`src/rtl/rom_stream_reader_pkg.sv`:
```
// Shared types and defaults for the ROM-to-stream sequencer.
// FSM encodings are fixed so that waveform decoders and debug probes stay valid.
package rom_stream_reader_pkg;

    typedef enum logic [1:0] {
        ST_IDLE  = 2'd0,
        ST_RUN   = 2'd1,
        ST_DRAIN = 2'd2
    } state_t;

    localparam int DEF_ADDR_W     = 5;
    localparam int DEF_DATA_W     = 8;
    localparam int DEF_ROM_LAT    = 1;
    localparam int DEF_FIFO_DEPTH = 4;

    // Occupancy counters need one bit beyond the pointer width to represent "full".
    function automatic int cnt_width(input int depth);
        return $clog2(depth) + 1;
    endfunction

endpackage

```
`src/rtl/rom_stream_fifo.sv`:
```
// Small synchronous FIFO with show-ahead head (rd_data is the current head entry).
// Pointers carry an extra wrap bit so occupancy is a plain subtraction.
module rom_stream_fifo
    import rom_stream_reader_pkg::*;
#(
    parameter int WIDTH = DEF_DATA_W + 1,
    parameter int DEPTH = DEF_FIFO_DEPTH
) (
    input  logic                   clk,
    input  logic                   reset,
    input  logic                   wr_en,
    input  logic [WIDTH-1:0]       wr_data,
    input  logic                   rd_en,
    output logic [WIDTH-1:0]       rd_data,
    output logic [$clog2(DEPTH):0] count,
    output logic                   empty,
    output logic                   full
);

    localparam int PW = $clog2(DEPTH);

    logic [WIDTH-1:0] mem [DEPTH];
    logic [PW:0]      wr_ptr_reg;
    logic [PW:0]      rd_ptr_reg;
    logic             do_wr;
    logic             do_rd;

    assign count = wr_ptr_reg - rd_ptr_reg;
    assign empty = (count == '0);
    assign full  = (count == (PW+1)'(DEPTH));

    // A write into a full FIFO is accepted only when the head leaves in the same cycle.
    assign do_rd = rd_en && !empty;
    assign do_wr = wr_en && (!full || do_rd);

    always_ff @(posedge clk or posedge reset) begin
        if (reset) begin
            wr_ptr_reg <= '0;
            rd_ptr_reg <= '0;
        end else begin
            if (do_wr) wr_ptr_reg <= wr_ptr_reg + 1'b1;
            if (do_rd) rd_ptr_reg <= rd_ptr_reg + 1'b1;
        end
    end

    always_ff @(posedge clk) begin
        if (do_wr) mem[wr_ptr_reg[PW-1:0]] <= wr_data;
    end

    assign rd_data = mem[rd_ptr_reg[PW-1:0]];

endmodule

```
`src/rtl/rom_stream_reader.sv`:
```
// Reads one full pass of a synchronous ROM and emits it as a valid/ready byte stream.
// Issue is credit-limited so words already requested always have a FIFO slot waiting.
module rom_stream_reader
    import rom_stream_reader_pkg::*;
#(
    parameter int ADDR_W     = DEF_ADDR_W,
    parameter int DATA_W     = DEF_DATA_W,
    parameter int ROM_LAT    = DEF_ROM_LAT,
    parameter int FIFO_DEPTH = DEF_FIFO_DEPTH
) (
    input  logic              clk,
    input  logic              reset,
    input  logic              start,
    output logic              busy,
    output logic              done,
    output logic [ADDR_W-1:0] rom_addr,
    input  logic [DATA_W-1:0] rom_data,
    output logic [DATA_W-1:0] m_data,
    output logic              m_valid,
    input  logic              m_ready,
    output logic              m_last
);

    localparam int CW = cnt_width(FIFO_DEPTH);
    localparam int EW = DATA_W + 1;

    state_t            state_reg;
    state_t            state_next;
    logic [ADDR_W:0]   cnt_reg;
    logic [ADDR_W:0]   cnt_next;
    logic [ROM_LAT-1:0] pipe_valid_reg;
    logic [ROM_LAT-1:0] pipe_last_reg;

    logic              issue;
    logic              issue_last;
    logic              credit_ok;
    logic [CW-1:0]     inflight;
    logic [CW-1:0]     fifo_count;
    logic              fifo_empty;
    logic              fifo_full;
    logic              fifo_rd;
    logic [EW-1:0]     fifo_rd_data;

    always_comb begin
        inflight = '0;
        for (int i = 0; i < ROM_LAT; i++) begin
            inflight = inflight + CW'(pipe_valid_reg[i]);
        end
    end

    // The counter MSB means every address has been issued; the low bits may have wrapped to 0.
    assign credit_ok = !cnt_reg[ADDR_W] && !fifo_full &&
                       ((fifo_count + inflight) < CW'(FIFO_DEPTH));

    always_comb begin
        state_next = state_reg;
        cnt_next   = cnt_reg;
        issue      = 1'b0;
        issue_last = 1'b0;
        done       = 1'b0;
        case (state_reg)
            ST_IDLE: begin
                if (start) begin
                    state_next = ST_RUN;
                    cnt_next   = '0;
                end
            end
            ST_RUN: begin
                if (credit_ok) begin
                    issue    = 1'b1;
                    cnt_next = cnt_reg + 1'b1;
                    if (&cnt_reg[ADDR_W-1:0]) begin
                        issue_last = 1'b1;
                        state_next = ST_DRAIN;
                    end
                end
            end
            ST_DRAIN: begin
                // Empty FIFO with nothing in flight implies the last word was already accepted.
                if (inflight == '0 && fifo_empty) begin
                    done       = 1'b1;
                    state_next = ST_IDLE;
                end
            end
            default: state_next = ST_IDLE;
        endcase
    end

    always_ff @(posedge clk or posedge reset) begin
        if (reset) begin
            state_reg <= ST_IDLE;
            cnt_reg   <= '0;
        end else begin
            state_reg <= state_next;
            cnt_reg   <= cnt_next;
        end
    end

    // Latency-matching pipe: each stage tags the ROM word that will appear ROM_LAT cycles later.
    always_ff @(posedge clk or posedge reset) begin
        if (reset) begin
            pipe_valid_reg <= '0;
            pipe_last_reg  <= '0;
        end else begin
            pipe_valid_reg[0] <= issue;
            pipe_last_reg[0]  <= issue_last;
            for (int i = 1; i < ROM_LAT; i++) begin
                pipe_valid_reg[i] <= pipe_valid_reg[i-1];
                pipe_last_reg[i]  <= pipe_last_reg[i-1];
            end
        end
    end

    rom_stream_fifo #(
        .WIDTH (EW),
        .DEPTH (FIFO_DEPTH)
    ) u_fifo (
        .clk     (clk),
        .reset   (reset),
        .wr_en   (pipe_valid_reg[ROM_LAT-1]),
        .wr_data ({pipe_last_reg[ROM_LAT-1], rom_data}),
        .rd_en   (fifo_rd),
        .rd_data (fifo_rd_data),
        .count   (fifo_count),
        .empty   (fifo_empty),
        .full    (fifo_full)
    );

    assign fifo_rd  = m_valid && m_ready;
    assign m_valid  = !fifo_empty;
    assign m_data   = fifo_empty ? '0 : fifo_rd_data[DATA_W-1:0];
    assign m_last   = !fifo_empty && fifo_rd_data[DATA_W];
    assign busy     = (state_reg != ST_IDLE);
    assign rom_addr = cnt_reg[ADDR_W-1:0];

endmodule

```
`config.mk`:
```
export PLATFORM = sky130hd
export DESIGN_NAME = rom_stream_reader
export DESIGN_NICKNAME = d
export VERILOG_FILES = /design/src/rtl/rom_stream_reader_pkg.sv /design/src/rtl/rom_stream_fifo.sv /design/src/rtl/rom_stream_reader.sv
export SDC_FILE = /design/constraint.sdc
export NUM_CORES = 1
export LEC_CHECK = 0
export ABC_CLOCK_PERIOD_IN_PS = 2500
export BUFFER_PORTS_ARGS = -buffer_cell sky130_fd_sc_hd__buf_2
export CORE_UTILIZATION = 57
export DETAILED_ROUTE_END_ITERATION = 10
export MAX_ROUTING_LAYER = met4
export PLACE_DENSITY = 0.76
export SLEW_MARGIN = 20
export SYNTH_ARGS = -nofsm -noshare
export SYNTH_HDL_FRONTEND = slang
export SYNTH_SLANG_ARGS = --single-unit
```
`constraint.sdc`:
```
create_clock -name clk -period 2.5 [get_ports clk]
set_input_delay 0.5 -clock clk [delete_from_list [all_inputs] [get_ports clk]]
set_output_delay 0.5 -clock clk [all_outputs]
set_load 0.005 [all_outputs]
```
Yosys cells after proc, flatten, opt, wreduce, memory -nomap -nowiden
Memories as Yosys holds them, arrays and structs flattened.
Index checks and enable logic that the tools add are counted.
{"block": "word_totals", "out_inout_bits": 17, "regBits": 16, "mem_bits_rw": 36, "mem_count": 1}
{"memory": "u_fifo.mem", "depth": 4, "word_bits": 9, "rd": 1, "rd_ports_with_merged_regs": 0, "wr": 1, "line_no": "rom_stream_fifo.sv:22", "source": "logic [WIDTH-1:0] mem [DEPTH];"}
{"block": "op_classes", "reduce_logical": 19, "n_eq_ne": 7, "n_lt_le_gt_ge": 1, "muxes": 18, "n_addsub": 5}
{"cell": "2-to-1 mux 6 bit", "count": 2}
{"cell": "one-hot mux 6 bit (2 select lines)", "count": 1}
{"cell": "2-to-1 mux 1 bit", "count": 9}
{"cell": "2-to-1 mux 2 bit", "count": 4}
{"cell": "2-to-1 mux 8 bit", "count": 1}
{"cell": "!= test 2 bit (second input constant)", "count": 4}
{"cell": "logical AND 1 bit", "count": 7}
{"cell": "adder 3 x 1 -> 3 bit (second input constant)", "count": 2}
{"cell": "adder 6 x 1 -> 6 bit (second input constant)", "count": 1}
{"cell": "logical NOT 3 bit", "count": 2}
{"cell": "one-hot mux 2 bit (3 select lines)", "count": 1}
{"cell": "AND reduction 5 bit", "count": 1}
{"cell": "AND reduction 4 bit", "count": 1}
{"cell": "nonzero test 2 bit", "count": 2}
{"cell": "adder 3 x 1 -> 3 bit", "count": 1}
{"cell": "== test 3 bit (second input constant)", "count": 1}
{"cell": "logical NOT 1 bit", "count": 3}
{"cell": "< comparator 3 bit (second input constant)", "count": 1}
{"cell": "AND reduction 3 bit", "count": 1}
{"cell": "subtractor 3 bit", "count": 1}
{"cell": "== test 2 x 1 -> 1 bit (second input constant)", "count": 1}
{"cell": "== test 2 bit (second input constant)", "count": 1}
{"cell": "logical NOT 2 bit", "count": 1}
{"cell": "logical OR 1 bit", "count": 1}

Depth between registers and ports, before layout
{"block": "depth", "ltp_word": 9, "mapped_depth": 7, "depth_no_buf": 7}

Cells and area by module
From an unflattened synthesis, not the netlist that was laid out.
{"block": "unflattened", "hier_cells": 156, "area_unflattened_um2": 2403.6}
{"mod": "rom_stream_fifo", "area_each_um2": 1770.4, "cells_per_inst": 91, "instances": 1}
{"mod": "rom_stream_reader", "area_each_um2": 633.1, "cells_per_inst": 65, "instances": 1}

Least setup slack after synthesis
Ideal clock, no wire load.
{"block": "synth_timing", "path_kind": "register to output", "start": "register u_fifo.wr_ptr_reg[0]", "end": "output port m_data[0]", "t_arrival_ps": 1819, "path_slack_ps": 181, "t_required_ps": 2000, "path_stages_with_launch": 8, "n_path_buf": 1, "cell_sequence": "dfrtp_1 inv_1 ha_1 fa_1 xnor3_2 nand3_1 clkbuf_1 and2_1"}
{"block": "synth_via", "elab_chain_cells": 3}
{"element": "start, declared", "line_no": "rom_stream_fifo.sv:23", "source": "logic [PW:0] wr_ptr_reg;"}
{"element": "start signal, assigned", "line_no": "rom_stream_fifo.sv:41", "source": "if (do_wr) wr_ptr_reg <= wr_ptr_reg + 1'b1;"}
{"element": "subtractor 3 bit", "line_no": "rom_stream_fifo.sv:28", "source": "assign count = wr_ptr_reg - rd_ptr_reg;"}
{"element": "logical NOT 3 bit", "line_no": "rom_stream_fifo.sv:29", "source": "assign empty = (count == '0);"}
{"element": "2-to-1 mux 8 bit", "line_no": "rom_stream_reader.sv:131", "source": "assign m_data = fifo_empty ? '0 : fifo_rd_data[DATA_W-1:0];"}
{"element": "end, declared", "line_no": "rom_stream_reader.sv:18", "source": "output logic [DATA_W-1:0] m_data,"}
Every way passes these cells.

Final worst setup path
{"block": "layout_timing", "start": "register u_fifo.wr_ptr_reg[0]", "end": "output port m_last"}
{"block": "layout_via", "elab_chain_cells": 4}
{"element": "subtractor 3 bit", "line_no": "rom_stream_fifo.sv:28"}
{"element": "logical NOT 3 bit", "line_no": "rom_stream_fifo.sv:29"}
{"element": "logical NOT 1 bit", "line_no": "rom_stream_reader.sv:132", "source": "assign m_last = !fifo_empty && fifo_rd_data[DATA_W];"}
{"element": "logical AND 1 bit", "line_no": "rom_stream_reader.sv:132"}
{"element": "end, declared", "line_no": "rom_stream_reader.sv:21", "source": "output logic m_last"}
Every way passes these cells.

==> run metrics <==
DRC errors left=0; number of nets in the finished design=204; insertion delay of the later-clocked pin in the worst-skew pair=~300 ps; distinct cell type count of the synthesized netlist=40; proportion of power drawn by combinational gates=0.548; Synth-to-Final Area Change=19.8%; peak-usage layer in the global routing report=met2; met2 track utilization from global routing=0.339; number of nets in the synthesized netlist=167; number of instances in the synthesized netlist=approximately 150; endpoint required time on the critical path=~2000 ps; Std-Cell Core Area=3770 um2; Ys Warns=0; crit-path cells=inv_2, ha_4, fa_2, xnor3_2, nand3_4, buf_6, and2_4, buf_6; # IOs=29; arrival time at the worst endpoint=approximately 2000 ps; transition time of the tightest slew-check pin=626 ps; worst setup path class=register to primary output; part of the total power dissipated in the clock network=0.137; flip-flop count of the largest register after layout=36; Filler cells=240; Pwr Total=just over 4 mW; GR Util All Layers=0.216; TritonCTS clock tree=done; worst-case clock skew=between 6 and 7 ps; Final Max Tran Viols=0; buffer levels on the longest clock path=2; standard-cell row count=22; hold buffer count at CTS=0; clock root cell=sky130_fd_sc_hd__clkbuf_8; Final Hold Slack=260 ps; Crit. End Element=primary output; Seq. cell area=approximately 1500 um2; relative max-transition margin=0.582; crit path max fanout=8; fraction of final layout cells with drive strength greater than 1=0.429; largest delay contributor family on the critical path=adder cells; Post-Syn Area=~2300 um2; share of flip-flops with an asynchronous set or reset after synthesis=0.308; via count of the first global-routing pass=approximately 1300; via density per instance=~5.7; minimum clock period=around 2500 ps; Max Clock Freq=401 MHz; wire length of the first global-routing pass=roughly 6.4 mm; list of most frequent post-synthesis cells=sky130_fd_sc_hd__edfxtp_1 (36), sky130_fd_sc_hd__dfrtp_1 (16), sky130_fd_sc_hd__and2_1 (13); Initial Utilization=0.616; clock input transition at the sequential cells of the worst setup and hold paths=90 ps; DRT antenna net count=0; Critical Path Most Common Cell=sky130_fd_sc_hd__buf_6; floorplan die width=approximately 66 um; total area of multi-input combinational cells=825 um2; worst IR drop on VDD=around 0.9 mV; syn_area_per_cell=between 15 and 20 um2; top cell type's share of synthesized area=0.465; number of iterations in the first detailed-routing pass=4; placed wire-length estimate after detailed placement=2.80 mm; dominant synthesized flop cell=sky130_fd_sc_hd__edfxtp_1; part of the total power dissipated in sequential elements=0.314; Startpoint Class=register; number of buffers created by CTS=5; placer congestion estimate=around 0.85; most area-consuming cells after synthesis=sky130_fd_sc_hd__edfxtp_1 (47%), sky130_fd_sc_hd__dfrtp_1 (17%), sky130_fd_sc_hd__mux4_2 (8.7%); number of design-rule violations left by the first detailed-router iteration=36; ratio of final minimum period to clock period=0.997; fraction of power spent switching nets=0.335; height of the die=between 60 and 70 um; I/O Buffers=28; Max-cap violations=0; number of enable flip-flop cells after synthesis=36; portion of the post-synthesis area used by sequential elements=0.638; wire length per cell after detailed routing=roughly 18 um; result of the run=complete, no violations; initial antenna violation count=0; clk sinks=52; slowest stage cell on the critical path=sky130_fd_sc_hd__dfrtp_1; worst hold path class=primary input to async pin; flop and latch count out of synthesis=52; P per Cell Area=between 1000 and 1500 nW/um2; most numerous cell in the Yosys netlist=sky130_fd_sc_hd__edfxtp_1; DIE AREA=about 4300 um2; largest stage delay on the critical path=around 380 ps; switching pwr=roughly 1.4 mW; total of endpoints with negative setup slack in the final report=0; static leakage power=between 1 and 1.5 nW; setup repair after global routing missed its margin=true; number of antenna cells inserted=0; total congestion overflow=0; combined buffer and inverter count along the critical path=3; final hold violation count=0; pin count of the biggest net entering global routing=17; routed vias=roughly 1300; met1 demand-to-capacity share in global routing=0.276; routed wire length=4.11 mm; met3 track demand over resource in global routing=0.0517; CTS H-tree lvls=2; library cell with the largest summed area after synthesis=sky130_fd_sc_hd__edfxtp_1; Internal=around 2.7 mW
final timing paths:
| check | slack (ps) | endpoint | start | depth (start not counted) |
|---|---|---|---|---|
| min in group clk | 410 | u_fifo.mem[1][0] | rom_data[0] | 1 |
| max | 8 | m_last | u_fifo.wr_ptr_reg[0] | 8 |
| min reg2reg | 530 | u_fifo.mem[3][8] | pipe_last_reg | 0 |
| min | 260 | cnt_reg[1] | reset | 2 |
| max in group asynchronous | 1830 | u_fifo.wr_ptr_reg[2] | reset | 2 |
| max reg2reg | 140 | u_fifo.mem[0][4] | u_fifo.wr_ptr_reg[0] | 7 |
cell families after synthesis:
| kind of cell | Yosys count | synth area share |
|---|---|---|
| flip-flops | 52 | 0.638 |
| AND/OR/NAND/NOR | 40 | 0.101 |
| buffers and inverters | 15 | 0.0328 |
| AO/OA/AOI/OAI | 12 | 0.0436 |
| multiplexers | 12 | 0.101 |
| adder cells (fa/ha/maj) | 9 | 0.0517 |
| XOR/XNOR | 6 | 0.0323 |
power groups by stage:
stage	combinational, mW	clock [mW]	sequential (mW)
after global placement	1.55	0	1.28
final	2.23	0.559	1.28
after global routing	2.43	0.599	1.31
after floorplan	1.16	0	1.26
after CTS	1.75	0.569	1.27
after detailed placement	1.60	0	1.30
placed cells by master, fill, tap and decap left out, types with 5 or more instances in the layout:
master / instances
sky130_fd_sc_hd__edfxtp_1: 36
sky130_fd_sc_hd__buf_2: 19
sky130_fd_sc_hd__dfrtp_1: 16
sky130_fd_sc_hd__buf_6: 11
sky130_fd_sc_hd__and2_4: 10
sky130_fd_sc_hd__nand2_1: 9
sky130_fd_sc_hd__mux4_2: 9
sky130_fd_sc_hd__buf_4: 8
sky130_fd_sc_hd__ha_1: 7
sky130_fd_sc_hd__inv_1: 6
sky130_fd_sc_hd__clkbuf_8: 5
cell type report:
type	count	area share
Sequential cell	52	0.532
Clock buffer	5	0.0247
Timing Repair Buffer	38	0.100
Multi-Input combinational cell	79	0.296
Inverter	7	0.00944
Tap cell	48	0.0216
Clock inverter	3	0.0153
what timing repair did:
item / CTS / global route
gates resized for setup: 6 / 24
pin swaps: 1 / 0
setup buffers: 3 / 3
endpoints found under the hold margin: 0 / 0
endpoints found under the setup margin: 38 / 37
layer usage:
layer / routed length, um / up-vias / part of all wire
li1: - / 609 / -
met1: 1740 / 669 / 0.42
met2: 2130 / 38 / 0.52
met3: 163 / 8 / 0.040
met4: 74 / 0 / 0.018
met5: 0 / - / 0
through the flow:
step / cell area, um2 / cells / util / worst slack, ps / setup TNS, ps
final: 2780 / 232 / 0.738 / 8.27 / 0
after global routing: 2780 / 232 / 0.738 / -47.8 / -353
after CTS: 2660 / 229 / 0.704 / 23.1 / 0
after detailed placement: 2500 / 218 / 0.664 / 13.5 / 0
after global placement: 2500 / 218 / 0.664 / 91.6 / 0
after floorplan: 2320 / 146 / - / 181 / 0
No activity file was read; power rests on OpenSTA's default activity.
